===== config.mk =====
export PLATFORM = sky130hd
export DESIGN_NAME = mem_lsu_flat
export DESIGN_NICKNAME = d
export VERILOG_FILES = /design/src/rtl/mem_lsu_pkg.sv /design/src/rtl/mem_lsu_if.sv /design/src/rtl/mem_lsu_lane.sv /design/src/rtl/mem_lsu.sv /design/src/flat_wrapper.sv
export SDC_FILE = /design/constraint.sdc
export NUM_CORES = 1
export LEC_CHECK = 0
export ABC_AREA = 1
export BUFFER_PORTS_ARGS = -buffer_cell sky130_fd_sc_hd__buf_2
export CAP_MARGIN = 5
export CORE_ASPECT_RATIO = 1.4
export CORE_UTILIZATION = 30
export CTS_BUF_LIST = sky130_fd_sc_hd__clkbuf_8 sky130_fd_sc_hd__clkbuf_16
export DETAILED_ROUTE_END_ITERATION = 10
export PLACE_DENSITY_LB_ADDON = 0.15
export SETUP_SLACK_MARGIN = 0.15
export SYNTH_ARGS = -nofsm -noshare
export SYNTH_HDL_FRONTEND = slang
export SYNTH_SLANG_ARGS = --single-unit

===== constraint.sdc =====
create_clock -name clk -period 2.7 [get_ports clk]
set_input_delay 0.81 -clock clk [delete_from_list [all_inputs] [get_ports clk]]
set_output_delay 0.81 -clock clk [all_outputs]
set_load 0.005 [all_outputs]

===== src/rtl/mem_lsu_pkg.sv =====
// Shared definitions for the MEM-stage load/store unit.
//   - MIPS memory opcode constants
//   - FSM state encoding and access-size encoding
//   - helpers deriving lane count and byte-offset width from the data width
package mem_lsu_pkg;

    localparam logic [5:0] LB  = 6'h20;
    localparam logic [5:0] LH  = 6'h21;
    localparam logic [5:0] LW  = 6'h23;
    localparam logic [5:0] LBU = 6'h24;
    localparam logic [5:0] LHU = 6'h25;
    localparam logic [5:0] SB  = 6'h28;
    localparam logic [5:0] SH  = 6'h29;
    localparam logic [5:0] SW  = 6'h2B;

    typedef enum logic {
        IDLE   = 1'b0,
        ACCESS = 1'b1
    } state_t;

    // Width of one memory access; SZ_WORD means the full DATA_W.
    typedef enum logic [1:0] {
        SZ_BYTE = 2'd0,
        SZ_HALF = 2'd1,
        SZ_WORD = 2'd2
    } size_t;

    function automatic int lane_count(input int data_w);
        return data_w / 8;
    endfunction

    function automatic int lane_off_w(input int data_w);
        return $clog2(data_w / 8);
    endfunction

endpackage


===== src/rtl/mem_lsu_if.sv =====
// Data-memory port between the load/store unit and memory.
//   mem_ce    request active (held for the whole access)
//   mem_wr    1 = write, 0 = read
//   mem_addr  lane-aligned address
//   mem_be    byte enables
//   mem_wdata lane-replicated store data
//   mem_rdata read data, valid while mem_ready = 1
//   mem_ready access completes this cycle
// Handshake: a request is outstanding from the cycle mem_ce rises until the
// first cycle in which mem_ready is 1; request fields are stable throughout,
// and mem_ready while mem_ce is low carries no meaning.
interface mem_lsu_if #(
    parameter int DATA_W = 32,
    parameter int ADDR_W = 32
) ();
    logic                  mem_ce;
    logic                  mem_wr;
    logic [ADDR_W-1:0]     mem_addr;
    logic [DATA_W/8-1:0]   mem_be;
    logic [DATA_W-1:0]     mem_wdata;
    logic [DATA_W-1:0]     mem_rdata;
    logic                  mem_ready;

    modport master (
        output mem_ce, mem_wr, mem_addr, mem_be, mem_wdata,
        input  mem_rdata, mem_ready
    );

    modport slave (
        input  mem_ce, mem_wr, mem_addr, mem_be, mem_wdata,
        output mem_rdata, mem_ready
    );
endinterface


===== src/rtl/mem_lsu_lane.sv =====
// Combinational lane logic for one access.
//   size, sext : access width and sign-extension flag
//   offset     : byte offset within the memory word
//   data_in    : store data (store path) or memory read data (load path)
//   be         : byte enables for the access
//   data_out   : LOAD=0 -> store data replicated across lanes
//                LOAD=1 -> selected lane, sign- or zero-extended
module mem_lsu_lane
    import mem_lsu_pkg::*;
#(
    parameter int DATA_W = 32,
    parameter bit LOAD   = 1'b0
) (
    input  size_t                            size,
    input  logic                             sext,
    input  logic [lane_off_w(DATA_W)-1:0]    offset,
    input  logic [DATA_W-1:0]                data_in,
    output logic [lane_count(DATA_W)-1:0]    be,
    output logic [DATA_W-1:0]                data_out
);
    localparam int LANES = lane_count(DATA_W);
    localparam int OFF_W = lane_off_w(DATA_W);

    logic [7:0]        byte_v;
    logic [15:0]       half_v;
    logic [DATA_W-1:0] ext;
    logic [DATA_W-1:0] rep;

    // Halfwords are selected by the offset with bit 0 ignored, so the
    // part-select never runs past the top lane.
    assign byte_v = data_in[{offset, 3'b000} +: 8];
    assign half_v = data_in[{offset[OFF_W-1:1], 4'b0000} +: 16];

    always_comb begin
        be  = '1;
        ext = data_in;
        rep = data_in;
        case (size)
            SZ_BYTE: begin
                be  = LANES'(1) << offset;
                ext = {{(DATA_W-8){sext & byte_v[7]}}, byte_v};
                rep = {(DATA_W/8){data_in[7:0]}};
            end
            SZ_HALF: begin
                be  = LANES'(3) << {offset[OFF_W-1:1], 1'b0};
                ext = {{(DATA_W-16){sext & half_v[15]}}, half_v};
                rep = {(DATA_W/16){data_in[15:0]}};
            end
            default: begin
                be  = '1;
                ext = data_in;
                rep = data_in;
            end
        endcase
    end

    assign data_out = LOAD ? ext : rep;

endmodule


===== src/rtl/mem_lsu.sv =====
// MEM-stage load/store unit.
//   clk, rst          clock; asynchronous active-low reset
//   valid_i, op_i     EX result valid and MIPS opcode
//   addr_i, wdata_i   effective address and store data
//   alu_data_i        result for non-memory ops
//   rd_addr_i, rd_wr_i destination register and write enable
//   stall_o           combinational hold for upstream stages
//   mem               data-memory port (master side)
//   reg_wr/addr/data  registered RegFile writeback
//   align_err         one-cycle pulse: misaligned access dropped
//   timeout_err       one-cycle pulse: access abandoned after MAX_WAIT
//   state_dbg         current FSM state
// Upstream valid/ready: the op on the inputs is consumed at the first rising
// edge where stall_o is 0; upstream keeps it stable while stall_o is 1.
module mem_lsu
    import mem_lsu_pkg::*;
#(
    parameter int DATA_W     = 32,
    parameter int ADDR_W     = 32,
    parameter int REG_ADDR_W = 5,
    parameter int OP_W       = 6,
    parameter int MAX_WAIT   = 15
) (
    input  logic                  clk,
    input  logic                  rst,
    input  logic                  valid_i,
    input  logic [OP_W-1:0]       op_i,
    input  logic [ADDR_W-1:0]     addr_i,
    input  logic [DATA_W-1:0]     wdata_i,
    input  logic [DATA_W-1:0]     alu_data_i,
    input  logic [REG_ADDR_W-1:0] rd_addr_i,
    input  logic                  rd_wr_i,
    output logic                  stall_o,
    mem_lsu_if.master             mem,
    output logic                  reg_wr,
    output logic [REG_ADDR_W-1:0] reg_addr,
    output logic [DATA_W-1:0]     reg_data,
    output logic                  align_err,
    output logic                  timeout_err,
    output state_t                state_dbg
);
    localparam int LANES = lane_count(DATA_W);
    localparam int OFF_W = lane_off_w(DATA_W);
    localparam int CNT_W = $clog2(MAX_WAIT + 1);

    // ---------------- opcode decode ----------------
    function automatic logic op_is_load(input logic [OP_W-1:0] op);
        return (op == OP_W'(LB)) || (op == OP_W'(LH)) || (op == OP_W'(LW)) ||
               (op == OP_W'(LBU)) || (op == OP_W'(LHU));
    endfunction

    function automatic logic op_is_store(input logic [OP_W-1:0] op);
        return (op == OP_W'(SB)) || (op == OP_W'(SH)) || (op == OP_W'(SW));
    endfunction

    function automatic size_t op_size(input logic [OP_W-1:0] op);
        if ((op == OP_W'(LB)) || (op == OP_W'(LBU)) || (op == OP_W'(SB)))
            return SZ_BYTE;
        else if ((op == OP_W'(LH)) || (op == OP_W'(LHU)) || (op == OP_W'(SH)))
            return SZ_HALF;
        else
            return SZ_WORD;
    endfunction

    function automatic logic op_signed(input logic [OP_W-1:0] op);
        return (op == OP_W'(LB)) || (op == OP_W'(LH));
    endfunction

    // ---------------- state ----------------
    state_t                  state, state_n;
    logic [CNT_W-1:0]        wait_cnt, wait_cnt_n;
    logic                    ce_q, ce_n;
    logic                    wr_q, wr_n;
    logic [ADDR_W-1:0]       addr_q, addr_n;
    logic [LANES-1:0]        be_q, be_n;
    logic [DATA_W-1:0]       wdata_q, wdata_n;
    logic [OP_W-1:0]         op_q, op_n;
    logic [OFF_W-1:0]        off_q, off_n;
    logic [REG_ADDR_W-1:0]   rd_q, rd_n;
    logic                    rd_wr_q, rd_wr_n;
    logic                    reg_wr_n;
    logic [REG_ADDR_W-1:0]   reg_addr_n;
    logic [DATA_W-1:0]       reg_data_n;
    logic                    align_n;
    logic                    timeout_n;
    logic                    stall;

    // ---------------- lane logic ----------------
    size_t             st_size, ld_size;
    logic              st_sext, ld_sext;
    logic [LANES-1:0]  st_be, ld_be;
    logic [DATA_W-1:0] st_data, ld_data;

    assign st_size = op_size(op_i);
    assign st_sext = op_signed(op_i);
    assign ld_size = op_size(op_q);
    assign ld_sext = op_signed(op_q);

    mem_lsu_lane #(.DATA_W(DATA_W), .LOAD(1'b0)) u_store_lane (
        .size     (st_size),
        .sext     (st_sext),
        .offset   (addr_i[OFF_W-1:0]),
        .data_in  (wdata_i),
        .be       (st_be),
        .data_out (st_data)
    );

    // Its byte enables duplicate the registered mem_be and are not needed.
    mem_lsu_lane #(.DATA_W(DATA_W), .LOAD(1'b1)) u_load_lane (
        .size     (ld_size),
        .sext     (ld_sext),
        .offset   (off_q),
        .data_in  (mem.mem_rdata),
        .be       (ld_be),
        .data_out (ld_data)
    );

    // ---------------- issue-side decode ----------------
    logic is_mem_i;
    logic misalign_i;

    assign is_mem_i   = valid_i && (op_is_load(op_i) || op_is_store(op_i));
    assign misalign_i = ((st_size == SZ_HALF) && addr_i[0]) ||
                        ((st_size == SZ_WORD) && (addr_i[OFF_W-1:0] != '0));

    // ---------------- next state / outputs ----------------
    always_comb begin
        state_n    = state;
        wait_cnt_n = wait_cnt;
        ce_n       = ce_q;
        wr_n       = wr_q;
        addr_n     = addr_q;
        be_n       = be_q;
        wdata_n    = wdata_q;
        op_n       = op_q;
        off_n      = off_q;
        rd_n       = rd_q;
        rd_wr_n    = rd_wr_q;
        reg_wr_n   = 1'b0;
        reg_addr_n = reg_addr;
        reg_data_n = reg_data;
        align_n    = 1'b0;
        timeout_n  = 1'b0;
        stall      = 1'b0;

        case (state)
            IDLE: begin
                if (is_mem_i) begin
                    if (misalign_i) begin
                        align_n = 1'b1;
                    end else begin
                        stall      = 1'b1;
                        state_n    = ACCESS;
                        wait_cnt_n = '0;
                        ce_n       = 1'b1;
                        wr_n       = op_is_store(op_i);
                        addr_n     = {addr_i[ADDR_W-1:OFF_W], {OFF_W{1'b0}}};
                        be_n       = st_be;
                        wdata_n    = st_data;
                        op_n       = op_i;
                        off_n      = addr_i[OFF_W-1:0];
                        rd_n       = rd_addr_i;
                        rd_wr_n    = rd_wr_i;
                    end
                end else begin
                    reg_wr_n   = valid_i && rd_wr_i && (rd_addr_i != '0);
                    reg_addr_n = rd_addr_i;
                    reg_data_n = alu_data_i;
                end
            end

            ACCESS: begin
                if (mem.mem_ready) begin
                    state_n    = IDLE;
                    ce_n       = 1'b0;
                    wait_cnt_n = '0;
                    if (!wr_q) begin
                        reg_wr_n   = rd_wr_q && (rd_q != '0);
                        reg_addr_n = rd_q;
                        reg_data_n = ld_data;
                    end
                end else if (wait_cnt == CNT_W'(MAX_WAIT)) begin
                    // The access is abandoned this cycle, so upstream is
                    // released now rather than re-presenting the same op.
                    state_n    = IDLE;
                    ce_n       = 1'b0;
                    wait_cnt_n = '0;
                    timeout_n  = 1'b1;
                end else begin
                    stall      = 1'b1;
                    wait_cnt_n = wait_cnt + CNT_W'(1);
                end
            end

            default: begin
                state_n = IDLE;
                ce_n    = 1'b0;
            end
        endcase
    end

    // Stall is forced low while reset is asserted, like every other output.
    assign stall_o   = stall & rst;
    assign state_dbg = state;

    // ---------------- registers ----------------
    always_ff @(posedge clk or negedge rst) begin
        if (!rst) begin
            state       <= IDLE;
            wait_cnt    <= '0;
            ce_q        <= 1'b0;
            wr_q        <= 1'b0;
            addr_q      <= '0;
            be_q        <= '0;
            wdata_q     <= '0;
            op_q        <= '0;
            off_q       <= '0;
            rd_q        <= '0;
            rd_wr_q     <= 1'b0;
            reg_wr      <= 1'b0;
            reg_addr    <= '0;
            reg_data    <= '0;
            align_err   <= 1'b0;
            timeout_err <= 1'b0;
        end else begin
            state       <= state_n;
            wait_cnt    <= wait_cnt_n;
            ce_q        <= ce_n;
            wr_q        <= wr_n;
            addr_q      <= addr_n;
            be_q        <= be_n;
            wdata_q     <= wdata_n;
            op_q        <= op_n;
            off_q       <= off_n;
            rd_q        <= rd_n;
            rd_wr_q     <= rd_wr_n;
            reg_wr      <= reg_wr_n;
            reg_addr    <= reg_addr_n;
            reg_data    <= reg_data_n;
            align_err   <= align_n;
            timeout_err <= timeout_n;
        end
    end

    assign mem.mem_ce    = ce_q;
    assign mem.mem_wr    = wr_q;
    assign mem.mem_addr  = addr_q;
    assign mem.mem_be    = be_q;
    assign mem.mem_wdata = wdata_q;

endmodule


===== src/flat_wrapper.sv =====
// flat-port wrapper written by rule: the top's interface ports become plain ports
module mem_lsu_flat import mem_lsu_pkg::*;
#(
    parameter int DATA_W     = 32,
    parameter int ADDR_W     = 32,
    parameter int REG_ADDR_W = 5,
    parameter int OP_W       = 6,
    parameter int MAX_WAIT   = 15
)
  (clk, rst, valid_i, op_i, addr_i, wdata_i, alu_data_i, rd_addr_i, rd_wr_i, stall_o, reg_wr, reg_addr, reg_data, align_err, timeout_err, state_dbg, mem_mem_ce, mem_mem_wr, mem_mem_addr, mem_mem_be, mem_mem_wdata, mem_mem_rdata, mem_mem_ready);
  mem_lsu_if #(.DATA_W(DATA_W), .ADDR_W(ADDR_W)) mem_i ();
  input  logic clk;
  input  logic rst;
  input  logic valid_i;
  input  logic [OP_W-1:0] op_i;
  input  logic [ADDR_W-1:0] addr_i;
  input  logic [DATA_W-1:0] wdata_i;
  input  logic [DATA_W-1:0] alu_data_i;
  input  logic [REG_ADDR_W-1:0] rd_addr_i;
  input  logic rd_wr_i;
  output logic stall_o;
  output logic reg_wr;
  output logic [REG_ADDR_W-1:0] reg_addr;
  output logic [DATA_W-1:0] reg_data;
  output logic align_err;
  output logic timeout_err;
  output state_t state_dbg;
  output wire logic [$bits(mem_i.mem_ce)-1:0] mem_mem_ce;
  output wire logic [$bits(mem_i.mem_wr)-1:0] mem_mem_wr;
  output wire logic [$bits(mem_i.mem_addr)-1:0] mem_mem_addr;
  output wire logic [$bits(mem_i.mem_be)-1:0] mem_mem_be;
  output wire logic [$bits(mem_i.mem_wdata)-1:0] mem_mem_wdata;
  input wire logic [$bits(mem_i.mem_rdata)-1:0] mem_mem_rdata;
  input wire logic [$bits(mem_i.mem_ready)-1:0] mem_mem_ready;
  assign mem_mem_ce = mem_i.mem_ce;
  assign mem_mem_wr = mem_i.mem_wr;
  assign mem_mem_addr = mem_i.mem_addr;
  assign mem_mem_be = mem_i.mem_be;
  assign mem_mem_wdata = mem_i.mem_wdata;
  assign mem_i.mem_rdata = mem_mem_rdata;
  assign mem_i.mem_ready = mem_mem_ready;
  mem_lsu #(.DATA_W(DATA_W), .ADDR_W(ADDR_W), .REG_ADDR_W(REG_ADDR_W), .OP_W(OP_W), .MAX_WAIT(MAX_WAIT)) u_core (.clk(clk), .rst(rst), .valid_i(valid_i), .op_i(op_i), .addr_i(addr_i), .wdata_i(wdata_i), .alu_data_i(alu_data_i), .rd_addr_i(rd_addr_i), .rd_wr_i(rd_wr_i), .stall_o(stall_o), .mem(mem_i), .reg_wr(reg_wr), .reg_addr(reg_addr), .reg_data(reg_data), .align_err(align_err), .timeout_err(timeout_err), .state_dbg(state_dbg));
endmodule

# After elaboration in Yosys (flattened, before gate mapping)
# Index checks and enable logic that the tools add are counted.
[word_totals]
register_bits = 127
inputBits = 144
word_cells = 122
[classes]
n_addsub = 1
n_eq_ne = 24
shifts = 4
n_mux = 40
bitwise = 5
reduce_logical = 32
[ops]
columns = ["cell", "n"]
rows = [
  ["$pmux 32 s2", 3],
  ["$mux 32", 3],
  ["$eq 6x6->1 const B", 14],
  ["$shiftx 32x6->16", 1],
  ["$shiftx 32x6->8", 1],
  ["$logic_or 1x1->1", 17],
  ["$mux 1", 17],
  ["$mux 4", 4],
  ["$pmux 4 s2", 2],
  ["$mux 5", 3],
  ["$pmux 5 s2", 1],
  ["$reduce_bool 5->1", 2],
  ["$reduce_and 3->1", 3],
  ["$mux 2", 4],
  ["$ne 2x2->1 const B", 4],
  ["$logic_and 1x1->1", 6],
  ["$pmux 1 s2", 3],
  ["$add 4x1->4 const B", 1],
  ["$eq 2x1->1 const B", 2],
  ["$eq 4x4->1 const B", 1],
  ["$logic_not 2->1", 2],
  ["$shl 1x2->4 const A", 1],
  ["$shl 2x2->4 const A", 1],
  ["$and 1x1->1", 3],
  ["other kinds (6)", 7],
]

# Longest topological paths before layout
[logic_depth]
word_depth = 12
depth_mapped = 12
depth_no_buf = 11

# Cells and area by module
# Synthesis repeated with hierarchy kept, for this count alone.
[hier_totals]
hier_cells = 948
hier_area_um2 = 6837.8
[by_module_without_submodules]
columns = ["module", "n_inst", "cells_each", "area_per_inst_um2", "seq_area_each_um2"]
rows = [
  ["mem_lsu", 1, 696, 5575.3, 3178.0],
  ["mem_lsu_lane at u_core.u_load_lane", 1, 154, 703.2, 0.0],
  ["mem_lsu_lane at u_core.u_store_lane", 1, 98, 559.3, 0.0],
]

# Worst setup path before layout
# No wires, ideal clock.
[synth_path]
kind = "input to output"
startpoint = "input op_i[5]"
endpoint = "output stall_o"
arrival_time_ns = 1.744
t_required_ns = 1.890
setup_slack_ns = 0.146
stages = 10
path_buffers = 1
path_cell_list = "inv_1 nor2_4 o21ai_2 nor2_4 nand3_1 nand2_2 inv_2 nand2_1 buf_6 a21boi_0"
[synth_between]
elab_chain_cells = 12
elab_cells_between_ends = 31
[synth_lines]
columns = ["item", "line_no", "source"]
rows = [
  ["start: declaration", "flat_wrapper.sv:15", "input logic [OP_W-1:0] op_i;"],
  ["$eq 6x6->1, on equally long branches", "mem_lsu.sv:48, mem_lsu.sv:59, mem_lsu.sv:49", ""],
  ["$logic_or 1x1->1 (2 in a row)", "mem_lsu.sv:59", "else if ((op == OP_W'(LH)) || (op == OP_W'(LHU)) || (op == OP_W'(SH)))"],
  ["$mux 2", "mem_lsu.sv:59", ""],
  ["$mux 2", "mem_lsu.sv:57", "if ((op == OP_W'(LB)) || (op == OP_W'(LBU)) || (op == OP_W'(SB)))"],
  ["$eq 2x1->1 / $eq 2x2->1 (equally long branches)", "mem_lsu.sv:123, mem_lsu.sv:124", ""],
  ["$logic_and 1x1->1, on equally long branches", "mem_lsu.sv:123, mem_lsu.sv:124", ""],
  ["$logic_or 1x1->1", "mem_lsu.sv:123", "assign misalign_i = ((st_size == SZ_HALF) && addr_i[0]) ||"],
  ["$mux 1", "mem_lsu.sv:149", "if (misalign_i) begin"],
  ["$mux 1 (*)", "mem_lsu.sv:148", "if (is_mem_i) begin"],
  ["$pmux 1 s2 (*)", "mem_lsu.sv:146", "case (state)"],
  ["$and 1x1->1 (*)", "mem_lsu.sv:203", "assign stall_o = stall & rst;"],
  ["end: declaration", "flat_wrapper.sv:21", "output logic stall_o;"],
]
# Every way passes the cells marked *; elsewhere a longest branch is shown, timed or not.

# Worst setup path in the final report
[layout_path]
startpoint = "input op_i[2]"
endpoint = "output stall_o"
# The elaborated chain is that of the path after synthesis.

==> impl_results.md <==
- Drt drc: 0
- H-tree Lvls: 4
- Die H: 175.8 um
- Maxcap violations: 0
- DR pass1 iterations: 7
- CTS buffer count: 17
- Layout cell share with drive strength beyond 1: 30.84%
- Max Fclk: about 390 MHz
- Clock sink total: 127
- GRT Max-Usage Layer: met2
- Post-route setup TNS: 0 ps
- Int Power: 4.574 mW
- Yosys cell types: 29
- WP data required: 1890 ps
- Final Skew: 10.65 ps
- Detailed router's first-iteration violation count: 426
- Fin crit share: 95.17%
- Register area share after synthesis: between 40% and 50%
- Final #Nets: 1281
- Met1 Use GR: between 20% and 30%
- Ys Warns: 0
- Clock slew at reported path FFs: 60 ps
- Lkg Pwr: 4.933 nW
- Final WS setup: 130.3 ps
- Pre-CTS setup slack: 46.88 ps
- Core Box Area: about 21000 um2
- Placed cells: 1375
- CP Max Fanout: 4
- Setup Crit Path Kind: input pin to primary output
- Clock network power share: roughly two fifths
- Global-route wire length before repair: 33.93 mm
- CTS tree: built
- Detail Route Antenna Nets: 0
- Layout Cells excl Fill: 1408
- Flop pwr share: 38.9%
- CP startpoint kind: input pin
- Starting density of the core: between 30% and 40%
- Row cnt: 63
- RD Place Congestion: 0.8262
- Worst Hold Class: flip-flop to flip-flop
- Worst Tran Pin Value: around 790 ps
- Die Span X: 126.1 um
- CTS Buffer Depth: 2
- Hpwl dp: 14.97 mm
- DR vias: between 6000 and 7000
- Final Max Tran Viols: 0
- Routed WL per cell: ~15 um
- P&R area growth vs syn: 34.57%
- Sw frac: 29.78%
- Port-buffer cells: roughly 250
- Power Total: around 6.5 mW
- Peak supply drop: 418.7 uV
- # diodes: 0
- CP endpoint kind: primary output
- Mapped Area: 6471 um2
- Skew-Pair Late Insertion Delay: 410 ps
- Ports: 256
- GR Util All Layers: a little under 20%
- Setup repair after global routing missed its margin: true
- Hold buffer count at CTS: 0
- Aggregate global routing overflow: 0
- Setup violations, final: 0
- Hold Vio Cnt, Final: 0
- Tmin final: 2570 ps
- Antenna violations before repair: 0
- Avg Vias per Cell: 4.585
- Post-Route WL: ~21 mm
- Avg Cell Area, Syn: just over 7 um2
- Mapped Cells: 889
- Combinational Power Share: ~22%
- Area of the die: around 22000 um2
- Worst Path Arrival: 1760 ps
- Pin count of the biggest net entering global routing: ~130
- Vias in the first global route: 6360
- Met2 usage: 33.43%
- Synthesized flop and latch total: 127
- Relative slew margins: between 40% and 50%
- CTS root buf: clkbuf_16
- Power per cell area: 747.9 nW/um2
- Run status: complete, no violations
- Routing usage on met3: 5.635%
- Sw power: a little under 2 mW
==> registers in the layout, indices dropped and copies added (netlist names) <==
| register | cells |
|---|---|
| u_core.mem.mem_be | 4 |
| u_core.mem.mem_wdata | 32 |
| u_core.state_dbg | 1 |
| u_core.rd_q | 5 |
| u_core.off_q | 2 |
| u_core.mem.mem_ce | 1 |
| u_core.timeout_err | 1 |
| u_core.mem.mem_wr | 1 |
| u_core.wait_cnt | 4 |
| u_core.mem.mem_addr | 30 |
| u_core.rd_wr_q | 1 |
| u_core.op_q | 6 |
| u_core.reg_wr | 1 |
| u_core.reg_data | 32 |
| u_core.reg_addr | 5 |
| u_core.align_err | 1 |
==> kinds of logic after synthesis <==
logic type | count (synthesis) | synth area share (%)
xor gates and xnor gates | 1 | 0.1354
and+or+nand+nor | 607 | 38.63
DFF | 127 | 49.11
AOI/OAI and AO/OA | 72 | 5.820
other | 1 | 0.05795
buffers and inverters | 80 | 6.052
adders and majority gates | 1 | 0.1933
==> routing by layer <==
metal	up-vias	share of wire [%]	routed length, um
met5	-	0	0
met4	0	1.5	314
met3	15	7.3	1530
met1	2922	42	8750
li1	3280	-	-
met2	238	50	10460
==> cell usage after synthesis <==
cell type	count	area share, %
nand3b_1	1	0.12
conb_1	1	0.058
nand3_1	76	5.9
buf_2	16	1.2
nand2_2	2	0.19
o21ai_1	2	0.15
a21oi_1	34	2.6
inv_1	28	1.6
or2_2	30	2.9
clkbuf_1	18	1.0
o32ai_1	1	0.14
o21ai_2	1	0.14
nor2_1	13	0.75
nand2_1	472	27
dfrtp_1	127	49
o21ai_0	31	2.4
nand4_1	5	0.48
a21oi_2	1	0.14
inv_2	4	0.23
o211ai_1	1	0.12
ha_1	1	0.19
nor3_1	4	0.31
buf_4	5	0.58
buf_1	2	0.12
buf_6	7	1.2
nor2_2	1	0.097
a21boi_0	1	0.12
xor2_1	1	0.14
nor2_4	3	0.52
==> stage by stage <==
step / util, % / cell area (um2) / hold slack, ps
after global routing: 41.07 / 8708 / 482.7
after global placement: 37.77 / 8009 / 450.4
after floorplan: - / 6480 / 463.9
after detailed placement: 37.77 / 8009 / 453.5
final: 41.07 / 8708 / 462.9
after CTS: 41.03 / 8701 / 468.4
==> path summary, 6_finish.rpt <==
path	start	end	slack, ps	cells after the start
worst max-delay path	op_i[2]	stall_o	130	9
worst min-delay path	u_core.reg_addr[3]$_DFFE_PN0P_	u_core.reg_addr[3]$_DFFE_PN0P_	460	2
worst max register to register	u_core.off_q[1]$_DFFE_PN0P_	u_core.reg_data[14]$_DFFE_PN0P_	840	11
worst min register to register	u_core.reg_addr[3]$_DFFE_PN0P_	u_core.reg_addr[3]$_DFFE_PN0P_	460	2
max in group asynchronous	rst	u_core.reg_data[15]$_DFFE_PN0P_	1570	2
min in group asynchronous	rst	u_core.reg_data[18]$_DFFE_PN0P_	490	2
==> timing repair <==
action | CTS | global route
endpoints found under the setup margin | 1 | 1
pin swaps | 8 | 5
gates resized for setup | 10 | 0
setup buffers | 1 | 1
==> critical path, stage by stage <==
cell	delay (ps)
buf_2	130
o21ai_1	130
nand3_1	100
nand2_2	110
nand3_2	90
inv_2	70
nand2_2	50
a21boi_1	120
buf_2	150
==> power by group through the flow <==
stage,clock [mW],sequential [mW],combinational [mW]
after floorplan,0,2.56,0.699
after global placement,0,2.56,1.42
after detailed placement,0,2.56,1.43
after CTS,2.64,2.54,1.44
after global routing,2.72,2.60,1.62
final,2.56,2.54,1.42
==> layout by cell type, fill, tap and decap left out, drive strengths merged, types with 2 or more instances in the layout <==
cell,instances
nor2,17
nand3,76
buf,275
a21oi,35
or2,30
nor3,4
clkbuf,18
nand2,474
clkinvlp,2
inv,35
conb,2
o21ai,34
nand4,5
clkinv,3
bufinv,5
dfrtp,127
==> cell type report <==
type	instances	area, um2
Clock buffer	18	439.2
Clock inverter	13	212.7
Fill cell	2264	12500
Inverter	32	120.1
Multi-Input combinational cell	683	2924
Sequential cell	127	3178
Tap cell	260	325.3
Timing Repair Buffer	275	1509
Power figures use the tool's default switching activity.
